--- config.mk ---
export PLATFORM = sky130hd
export DESIGN_NAME = vec_mem_engine
export DESIGN_NICKNAME = d
export VERILOG_FILES = /design/src/rtl/vec_mem_pkg.sv /design/src/rtl/vec_alu.sv /design/src/rtl/vec_mem_engine.sv
export SDC_FILE = /design/constraint.sdc
export NUM_CORES = 1
export LEC_CHECK = 0
export CAP_MARGIN = 30
export CORE_MARGIN = 5
export CORE_UTILIZATION = 35
export DETAILED_ROUTE_END_ITERATION = 16
export GPL_TIMING_DRIVEN = 0
export SLEW_MARGIN = 0
export SYNTH_ARGS = -nofsm -noshare
export SYNTH_HDL_FRONTEND = slang
export SYNTH_HIERARCHICAL = 1
export SYNTH_SLANG_ARGS = --single-unit
--- constraint.sdc ---
create_clock -name clk -period 4.3 [get_ports clk]
set_clock_uncertainty 0.1 [all_clocks]
set_input_delay 0.86 -clock clk [delete_from_list [all_inputs] [get_ports clk]]
set_output_delay 0.86 -clock clk [all_outputs]
set_load 0.01 [all_outputs]
--- src/rtl/vec_mem_pkg.sv ---
// Shared constants and state encoding for the memory-to-memory vector engine.
package vec_mem_pkg;

    localparam int ADDR_W = 10;
    localparam int DATA_W = 16;

    localparam logic [1:0] OP_ADD = 2'b00;
    localparam logic [1:0] OP_SUB = 2'b01;
    localparam logic [1:0] OP_AND = 2'b10;
    localparam logic [1:0] OP_OR  = 2'b11;

    typedef enum logic [2:0] {
        IDLE,
        RD,
        CAP,
        WR,
        DONE
    } state_t;

endpackage

--- src/rtl/vec_alu.sv ---
// Combinational element operator: add/sub wrap modulo 2^DATA_W, no flags.
module vec_alu
    import vec_mem_pkg::*;
(
    input  logic [DATA_W-1:0] a,
    input  logic [DATA_W-1:0] b,
    input  logic [1:0]        op,
    output logic [DATA_W-1:0] y
);

    always_comb begin
        y = '0;
        case (op)
            OP_ADD:  y = a + b;
            OP_SUB:  y = a - b;
            OP_AND:  y = a & b;
            OP_OR:   y = a | b;
            default: y = '0;
        endcase
    end

endmodule

--- src/rtl/vec_mem_engine.sv ---
// Vector engine driving both DMem ports: dst[i] = src1[i] OP src2[i], three cycles per element.
//
// state | meaning
// IDLE  | waiting for start, memory ports quiet
// RD    | both ports address the source operands of element idx
// CAP   | read data captured into operand registers a/b
// WR    | port A writes a OP b to dst_base + idx
// DONE  | one-cycle completion pulse, start ignored
module vec_mem_engine
    import vec_mem_pkg::*;
(
    input  logic              clk,
    input  logic              reset,
    input  logic              start,
    input  logic [1:0]        op,
    input  logic [ADDR_W-1:0] src1_base,
    input  logic [ADDR_W-1:0] src2_base,
    input  logic [ADDR_W-1:0] dst_base,
    input  logic [ADDR_W-1:0] len,
    output logic              busy,
    output logic              done,
    output logic [ADDR_W-1:0] mem_addra,
    output logic [DATA_W-1:0] mem_dina,
    output logic              mem_wea,
    input  logic [DATA_W-1:0] mem_douta,
    output logic [ADDR_W-1:0] mem_addrb,
    output logic [DATA_W-1:0] mem_dinb,
    output logic              mem_web,
    input  logic [DATA_W-1:0] mem_doutb
);

    state_t            state;
    logic [1:0]        op_q;
    logic [ADDR_W-1:0] src1_q;
    logic [ADDR_W-1:0] src2_q;
    logic [ADDR_W-1:0] dst_q;
    logic [ADDR_W-1:0] len_q;
    logic [ADDR_W-1:0] idx;
    logic [ADDR_W:0]   idx_nxt;
    logic              last;
    logic [DATA_W-1:0] a;
    logic [DATA_W-1:0] b;
    logic [DATA_W-1:0] y;

    // One extra bit so idx+1 compares cleanly against len up to its maximum.
    assign idx_nxt = {1'b0, idx} + (ADDR_W+1)'(1);
    assign last    = idx_nxt >= {1'b0, len_q};

    vec_alu u_alu (
        .a  (a),
        .b  (b),
        .op (op_q),
        .y  (y)
    );

    always_ff @(posedge clk) begin
        if (reset) begin
            state  <= IDLE;
            busy   <= 1'b0;
            done   <= 1'b0;
            op_q   <= '0;
            src1_q <= '0;
            src2_q <= '0;
            dst_q  <= '0;
            len_q  <= '0;
            idx    <= '0;
            a      <= '0;
            b      <= '0;
        end else begin
            case (state)
                IDLE: begin
                    if (start) begin
                        op_q   <= op;
                        src1_q <= src1_base;
                        src2_q <= src2_base;
                        dst_q  <= dst_base;
                        len_q  <= len;
                        idx    <= '0;
                        if (len == '0) begin
                            state <= DONE;
                            done  <= 1'b1;
                        end else begin
                            state <= RD;
                            busy  <= 1'b1;
                        end
                    end
                end
                RD: begin
                    state <= CAP;
                end
                CAP: begin
                    a     <= mem_douta;
                    b     <= mem_doutb;
                    state <= WR;
                end
                WR: begin
                    idx <= idx_nxt[ADDR_W-1:0];
                    if (last) begin
                        state <= DONE;
                        busy  <= 1'b0;
                        done  <= 1'b1;
                    end else begin
                        state <= RD;
                    end
                end
                DONE: begin
                    done  <= 1'b0;
                    state <= IDLE;
                end
                default: begin
                    state <= IDLE;
                    busy  <= 1'b0;
                    done  <= 1'b0;
                end
            endcase
        end
    end

    // Port decode depends only on registered state, so the write path never sees raw mem_dout*.
    always_comb begin
        mem_addra = '0;
        mem_addrb = '0;
        mem_dina  = '0;
        mem_wea   = 1'b0;
        case (state)
            RD: begin
                mem_addra = src1_q + idx;
                mem_addrb = src2_q + idx;
            end
            WR: begin
                mem_addra = dst_q + idx;
                mem_dina  = y;
                mem_wea   = 1'b1;
            end
            default: begin
            end
        endcase
    end

    assign mem_web  = 1'b0;
    assign mem_dinb = '0;

endmodule

# After elaboration in Yosys (flattened, before gate mapping)
# Cells that the tools add are included.
# op_classes
eq_ne,11
addsub,6
n_reduce_logical,10
mux,19
n_bitwise,4
magnitude_cmp,1
# op_table
op,n
16-bit case mux with 4 select lines,1
10-bit case mux with 2 select lines,2
10-bit adder,3
10-bit two-way mux,2
16-bit adder,1
16-bit AND,1
16-bit two-way mux,1
16-bit bitwise OR,1
16-bit subtractor,1
3-bit case mux with 4 select lines,1
10-bit by 1-bit adder with 11-bit output (second input constant),1
11-bit by 10-bit >= comparator with 1-bit output,1
10-bit logical NOT,1
3-bit two-way mux,3
2-bit != test (second input constant),4
4-bit AND reduction,2
1-bit two-way mux,7
3-bit by 2-bit == test with 1-bit output (second input constant),2
1-bit case mux with 3 select lines,2
2-bit == test (second input constant),2
2-bit AND reduction,2
3-bit by 1-bit == test with 1-bit output (second input constant),1
3-bit == test (second input constant),1
3-bit logical NOT,1
other kinds (6),7
# word_totals
in_bits,77
out_inout_bits,56
word_cells,62
reg_bits,89

# Longest topological paths before layout
# Gate-level depths: netlist of the first run.
# depth
depth_word,4
mapped_depth,15
mapped_depth_nobuf,15

# By module
# The synthesis of the first run kept the hierarchy.
# modules_own_cells
module,seq_area_each_um2,n_inst,area_each_um2,cells_per_inst
vec_mem_engine,1781.7,1,4873.4,651
vec_alu,0.0,1,1401.3,197

# Worst setup path after synthesis of the first run
# OpenSTA, ideal clock, no wires.
# synth_path
path_type,register -> output
from,reg op_q[0]
to,out mem_dina[15]
setup_slack_ps,303
n_path_buf,2
t_arrival_ps,3037
path_stages_with_launch,14
required_ps,3340
cell_sequence,dfxtp_1 -> buf_2 -> buf_1 -> nand2b_1 -> mux2i_1 -> ha_1 -> nor2b_1 -> o31ai_1 -> a31oi_1 -> o2111a_1 -> a211oi_2 -> nor3b_1 -> or3b_1 -> and2_1
# synth_between
elab_chain_cells,3
elab_cells_between_ends,6
cone_classes,3 x eq/ne; 2 x mux; 1 x reduce/logical
# synth_lines
item,line_no,text
start: declaration,vec_mem_engine.sv:33,logic [1:0] op_q;
start signal: assignment,vec_mem_engine.sv:73,op_q <= op;
2-bit == test (tied with other cells),vec_alu.sv:13,case (op)
16-bit case mux with 4 select lines *,vec_alu.sv:13,
via y[15],vec_mem_engine.sv:43,logic [DATA_W-1:0] y;
16-bit two-way mux *,vec_mem_engine.sv:125,case (state)
end: declaration,vec_mem_engine.sv:23,"output logic [DATA_W-1:0] mem_dina,"
# Mark *: on every way through the listed nets, which the timed path passes. The rest lies on a longest branch.

# Worst setup path after layout of the first run
# layout_path
from,reg b[8]
to,out mem_dina[15]
# layout_between
elab_chain_cells,3
elab_cells_between_ends,4
cone_classes,2 x add/sub; 2 x mux
# layout_lines
item,line_no,text
start: declaration,vec_mem_engine.sv:42,logic [DATA_W-1:0] b;
start signal: assignment,vec_mem_engine.sv:93,b <= mem_doutb;
16-bit subtractor or 16-bit adder (tied branches),"vec_alu.sv:15, vec_alu.sv:14",
16-bit case mux with 4 select lines *,vec_alu.sv:13,
via y[15],vec_mem_engine.sv:43,
16-bit two-way mux *,vec_mem_engine.sv:125,
# Marks and branches as above.

==> metrics.md, run 1 <==
| Metric | Value |
|---|---|
| H-tree depth | 3 |
| Rel. slew slack | 0.6009 |
| Core ar. | 17780 um^2 |
| Library cells used by synthesis | 65 |
| Drt initial violations | 207 |
| Global routing's busiest layer | met2 |
| Final min period | 4422 ps |
| Root buffer cell | clkbuf_16 |
| Synth Area in Simple Gates | 0.2457 |
| First-pass GRT wire length | 29.81 mm |
| Adder-Cell Fraction of Synth Area | 0.1256 |
| Total CTS buffers | 9 |
| Max incr delay on CP | 440 ps |
| RSZ-0062 raised after global routing | true |
| Most common cell in the synthesized netlist | nand2_1 |
| Area leader, netlist | dfxtp_1 |
| Max Root-Sink Buffers | 2 |
| Hold Path Depth | 2 |
| # hold bufs at CTS | 0 |
| Crit path max fanout | 5 |
| Largest family of logic cells by synthesized area | simple AND/OR/NAND/NOR gates |
| Power Density | 726.4 nW/um^2 |
| Share of cells above drive strength 1 | 0.1523 |
| Maxcap violations | 0 |
| Cells after DPL | 1207 |
| Met3 usage | 0.03794 |
| Total Power | 6.309 mW |
| Site Rows | 49 |
| Worst Path Required | 3340 ps |
| Failing checks | negative setup slack |
| Compound-cell area share of the yosys netlist | 0.2006 |
| CP Buf/Inv Count | 2 |
| CTS Sinks | 89 |
| CP max-delay cell | or3_4 |
| Ys flop type | dfxtp_1 |
| Post-synthesis mux area share | 0.008375 |
| Syn Area/Cell | 7.399 um^2 |
| Antenna viol nets, final | 0 |
| Mapped Cells | 848 |
| Vias in the first global route | 5866 |
| Clk_lat worst skew | 360 ps |
| YS warnings | 6 |
| Critical Path End Type | primary output |
| Fin nets | 1146 |
| Die Y | 143.9 um |
| DR vias | 6202 |
| Overflow after GRT | 0 |
| VDD IR max | 0.6812 mV |
| Initial core utilization | 0.3529 |
| GR Util met2 | 0.2930 |
| R2R depth | 11 |
| Largest net degree at the start of global routing | 20 |
| Synth area leaders | dfxtp_1, nand2_1, ha_1, a21oi_1, xnor2_1 |
| Port-buffer cells | 114 |
| Layout area overhead | 38.42% |
| Top cell type's share of synthesized area | 0.2839 |
| Status | complete, but fails checks |
| Overall Global Routing Usage | 0.1809 |
| Die Width | 143.9 um |
| Final wirelength | 19.17 mm |
| Worst-Margin Slew | 598.7 ps |
| Final non-filler cell total | 1253 |
| Fmax | 0.2261 GHz |
| Synth Cell Area | 6275 um^2 |
| Ports | 133 |
| Post-Synth XOR/XNOR Area | 0.06979 |
| Crit path launch type | flop |
| Sequential area share after synthesis | 0.2839 |
| Worst-path clk slew | 70 ps |
| Leakage | 3.627 nW |
| Setup CP Type | flop to primary output |
| Delay-heaviest family, CP | simple AND/OR/NAND/NOR gates |
| Worst Hold Class | flop to flop |
| Synth top cells by count | nand2_1, a21oi_1, dfxtp_1 |
| Initial antenna violation count | 0 |
| Fraction of registers with async set/reset | 0 |
| Final estimated routing congestion in global placement | 0.8721 |
| Ant diodes | 0 |
| Data arrival time of the worst path | 3460 ps |
| Remaining DRCs | 0 |
| Min setup slack post-route | -122.3 ps |
| DR vias/cell | 4.950 |
| Fin crit share | 1.028 |
| Flops & latches, synth | 89 |
| Initial DRT Pass Iterations | 5 |
| Die area | 20710 um^2 |
| # setup viols final | 1 |
| GRT met1 Usage | 0.2440 |
| CTS tree | done |
| Fin. Hold Viols | 0 |
| Max Slew Vio Count | 0 |
| Critical path, cell by cell | or3_4 -> buf_6 -> nor4b_4 -> a21oi_2 -> xnor2_1 -> ha_1 -> nor2_1 -> mux2_1 -> a211oi_2 -> nor3b_1 -> or3b_1 -> and2_4 -> buf_2 |
| Detailed placement HPWL | 14.13 mm |
| Crit path depth | 13 |
| Routed wire per std cell | 15.30 um |
| Post-synth EDFFs | 0 |
where the power goes:
group          internal, mW  switching [mW]
logic                  2.17            2.14
registers              1.01           0.168
clock network         0.459           0.366
logic make-up (layout without fill, tap and decap cells):
family,Yosys count,after routing
other,1,17
xor gates and xnor gates,50,50
AOI/OAI and AO/OA,211,211
adders and majority gates,64,64
muxes,5,5
and+or+nand+nor,342,342
buffers and inverters,86,246
DFF,89,89
what timing repair did:
action                                  4_1_cts  5_1_grt
endpoints found under the setup margin       22       15
pin swaps                                    19       33
buffers inserted                             16       16
resized for setup                            76       50
worst register-to-register path, delay by kind of cell, from the launching register on:
kind	cells	cell delay [ps]
AOI/OAI and AO/OA	5	1010
and+or+nand+nor	2	280
adders and majority gates	2	670
xor gates and xnor gates	1	160
DFF	1	580
buffers and inverters	1	150
flip-flops by register name, indices dropped and copies added (netlist names):
signal	cells
a	16
b	16
dst_q	10
idx	10
len_q	10
src1_q	10
src2_q	10
state	3
op_q	2
busy	1
done	1
layout make-up:
cell class,count,area [um^2]
clock inverter,6,75.07
tap,229,286.5
inverter,24,98.84
fill,1781,9094
clock buffer,10,229.0
buffer,60,341.6
sequential,89,1805
timing repair buffer,146,1389
multi-input combinational,689,4461
metal layers:
metal / up-vias / share of wire
li1: 3197 / -
met5: - / 0
met4: 0 / 0.016
met3: 22 / 0.058
met2: 156 / 0.46
met1: 2827 / 0.46
placed cells by master (no fill, tap or decap), types with 28 or more instances in the layout:
master,n
nand2_1,205
buf_4,50
a21oi_1,99
clkdlybuf4s50_1,99
o21ai_0,28
nor2_1,49
clkbuf_1,29
xnor2_1,31
dfxtp_1,78
ha_1,43
path summary, 6_finish.rpt:
path | start | end | slack, ps
setup / recovery | b[8] | mem_dina[15] | -120
setup reg to reg | idx[1] | done | 1250
hold reg to reg | src1_q[5] | src1_q[5] | 350
hold / removal | src1_q[5] | src1_q[5] | 350
per-stage QoR:
step                      cell area, um^2  utilization  setup TNS (ps)  worst slack (ps)  hold slack (ps)
after floorplan                      6335            -               0             302.9            333.0
after global placement               7762       0.4366           -7604            -927.6            343.5
after detailed placement             7762       0.4366           -7536            -956.6            346.3
after CTS                            8411       0.4730          -190.2            -190.2            355.6
after global routing                 8686       0.4885          -549.5            -216.4            370.2
final                                8686       0.4885          -122.3            -122.3            354.0
Note: power is estimated with default switching activity, not from simulation.
==> run 2: changes to the inputs <==
CORE_MARGIN = unset   (was 5)
CTS_CLUSTER_DIAMETER = 50   (was unset)
clock period = 5.1 ns   (was 4.3 ns; I/O delays follow)
==> run 2 against run 1 <==
Against the previous run: the run now ends clean; clock power decreased by 10%; first-iteration DRC count up 32%; power is 24% lower; final cell count fell by 2.1%; utilization fell by 0.76 points; combinational power is 29% lower; setup slack gained 350 ps; non-clock buffer count shrank 22; critical endpoint is now mem_dina[12].
==> metrics.md, run 2 (synthesized netlist as in run 1, its figures left out) <==
| Metric | Value |
|---|---|
| Crit path launch type | flop (unchanged) |
| Overall Global Routing Usage | 0.2010 (was 0.1809) |
| Fin crit share | 0.9561 |
| P_int | 2.701 mW (was 3.637 mW) |
| Share of cells above drive strength 1 | 0.1058 (was 0.1523) |
| Site Rows | 48 (was 49) |
| Largest net degree at the start of global routing | 17 (was 20) |
| Worst-Margin Slew | 632.2 ps (was 598.7 ps) |
| Vias in the first global route | 5720 (was 5866) |
| Rel. slew slack | 0.5753 (was 0.6009) |
| Detailed placement HPWL | 13.62 mm (was 14.13 mm) |
| Worst Path Required | 3980 ps (was 3340 ps) |
| Ant diodes | 0 (unchanged) |
| Max incr delay on CP | 520 ps (was 440 ps) |
| Critical Path End Type | primary output (unchanged) |
| Ports | 133 (unchanged) |
| Comb pwr share | 0.640 (was 0.683) |
| Worst-path clk slew | 60 ps (was 70 ps) |
| Remaining DRCs | 0 (unchanged) |
| Largest regs | a x16, b x16 (unchanged) |
| Sw power | 2.078 mW (was 2.672 mW) |
| Core ar. | 17420 um^2 (was 17780 um^2) |
| Total Power | 4.778 mW (was 6.309 mW) |
| Overflow after GRT | 0 (unchanged) |
| DR vias/cell | 4.954 (was 4.950) |
| Root buffer cell | clkbuf_16 (unchanged) |
| Initial antenna violation count | 0 (unchanged) |
| CP Buf/Inv Count | 3 (was 2) |
| # setup viols final | 0 (was 1) |
| Clk_lat worst skew | 350 ps (was 360 ps) |
| Fmax | 0.2051 GHz |
| CTS Sinks | 89 (unchanged) |
| Fin nets | 1124 (was 1146) |
| CTS tree | done (unchanged) |
| Maxcap violations | 0 (unchanged) |
| DR vias | 6078 (was 6202) |
| First-pass GRT wire length | 28.78 mm (was 29.81 mm) |
| Die Y | 135.9 um (was 143.9 um) |
| Port-buffer cells | 114 (unchanged) |
| Antenna viol nets, final | 0 (unchanged) |
| Delay-heaviest family, CP | compound AO/OA/AOI/OAI gates (was simple AND/OR/NAND/NOR gates) |
| RSZ-0062 raised after global routing | false (was true) |
| Worst Hold Class | flop to flop (unchanged) |
| Switching Fraction | 0.4348 (was 0.4235) |
| Initial DRT Pass Iterations | 5 (unchanged) |
| Drt initial violations | 274 (was 207) |
| Initial core utilization | 0.3603 (was 0.3529) |
| Max Root-Sink Buffers | 2 (unchanged) |
| Setup CP Type | flop to primary output (unchanged) |
| Power Density | 570.4 nW/um^2 (was 726.4 nW/um^2) |
| Die Width | 135.9 um (was 143.9 um) |
| Crit path max fanout | 9 (was 5) |
| Leakage | 3.392 nW (was 3.627 nW) |
| Status | finished, final reports clean (was complete, but fails checks) |
| CP max-delay cell | clkdlybuf4s50_1 (was or3_4) |
| Routed wire per std cell | 14.75 um (was 15.30 um) |
| VDD IR max | 0.4271 mV (was 0.6812 mV) |
| Most frequent cells in the layout | nand2_1, clkdlybuf4s50_1, a21oi_1 (was nand2_1, a21oi_1, clkdlybuf4s50_1) |
| Clock Power Share | 0.155 (was 0.131) |
| Fin. Hold Viols | 0 (unchanged) |
| Total CTS buffers | 9 (unchanged) |
| Max Slew Vio Count | 0 (unchanged) |
| Data arrival time of the worst path | 3760 ps (was 3460 ps) |
| Commonest non-fill, non-tap cell in the layout | nand2_1 (unchanged) |
| Die area | 18470 um^2 (was 20710 um^2) |
| Critical path, cell by cell | buf_6 -> nor2b_1 -> buf_4 -> a21oi_1 -> xnor2_1 -> ha_1 -> or3_1 -> a31o_2 -> a31oi_4 -> o21ai_0 -> a21o_1 -> xnor2_1 -> o21ai_0 -> and2_1 -> clkdlybuf4s50_1 (was or3_4 -> buf_6 -> nor4b_4 -> a21oi_2 -> xnor2_1 -> ha_1 -> nor2_1 -> mux2_1 -> a211oi_2 -> nor3b_1 -> or3b_1 -> and2_4 -> buf_2) |
| Final TNS setup | 0 ps (was -122.3 ps) |
| Layout area overhead | 33.50% (was 38.42%) |
| H-tree depth | 3 (unchanged) |
| Final estimated routing congestion in global placement | 0.8600 (was 0.8721) |
| Final wirelength | 18.10 mm (was 19.17 mm) |
| Seq pwr share | 0.204 (was 0.186) |
| Final min period | 4876 ps |
-- run 2: cell count changes in the layout (fill, tap and decap cells not counted), moves of 4 or more --
cell	change
a21oi_2	-4
dfxtp_4	-4
o21ai_1	-5
clkdlybuf4s50_1	+14
dfxtp_1	+5
buf_4	-22
dlymetal6s2s_1	-4
a21oi_1	+5
o21ai_0	+5
-- run 2: area by class of cell --
| cell class | instances | area, um^2 |
|---|---|---|
| Multi-Input combinational cell | 689 | 4344 |
| Fill cell | 1769 | 9040 |
| Sequential cell | 89 | 1789 |
| Clock inverter | 7 | 101.3 |
| Tap cell | 225 | 281.5 |
| Clock buffer | 9 | 225.2 |
| Buffer | 61 | 330.3 |
| Inverter | 24 | 93.84 |
| Timing Repair Buffer | 123 | 1211 |
-- run 2: worst register-to-register path, stage by stage (launching register included) --
cell	delay, ps
dfxtp_1	580
ha_1	360
and3_1	190
buf_4	150
nand3_2	100
xnor2_1	160
ha_1	300
a21o_1	190
a211o_1	280
a31oi_1	130
o21ai_1	170
a311oi_1	290
-- run 2: metal layers --
layer | track usage | part of all wire
met1 | 0.2730 | 0.47
met2 | 0.3260 | 0.46
met3 | 0.02535 | 0.044
met4 | 0.07099 | 0.017
met5 | 0 | 0
-- run 2: power by group through the flow --
| stage | combinational (mW) | clock (mW) | sequential, mW |
|---|---|---|---|
| floorplan | 2.12 | 0 | 0.945 |
| global placement | 2.71 | 0 | 0.981 |
| detailed placement | 2.73 | 0 | 0.984 |
| CTS | 2.83 | 0.757 | 0.968 |
| global route | 3.38 | 0.786 | 0.999 |
| finish | 3.06 | 0.742 | 0.977 |
-- run 2: path summary, 6_finish.rpt --
path,from,end,slack (ps),cells after the start
worst max-delay path,op_q[0],mem_dina[12],220,15
worst min-delay path,src1_q[3],src1_q[3],360,2
worst max register to register,idx[1],busy,2020,11
worst min register to register,src1_q[3],src1_q[3],360,2
-- run 2: what timing repair did --
item / CTS / global route
pin swaps: 1 / 4
hold buffers: 0 / 0
gates resized for setup: 13 / 37
setup endpoints to repair: 13 / 9
setup buffers: 0 / 9
-- run 2: per-stage QoR --
stage               cell area, um^2  setup slack, ps  hold slack, ps  instances    util
finish                         8377            223.8           356.0       1227  0.4810
global route                   8377            24.68           377.3       1227  0.4810
CTS                            8132           -14.57           358.0       1218  0.4669
detailed placement             7757           -353.9           348.0       1203  0.4454
global placement               7757           -362.0           344.6       1203  0.4454
floorplan                      6335            942.9           333.0        864       -
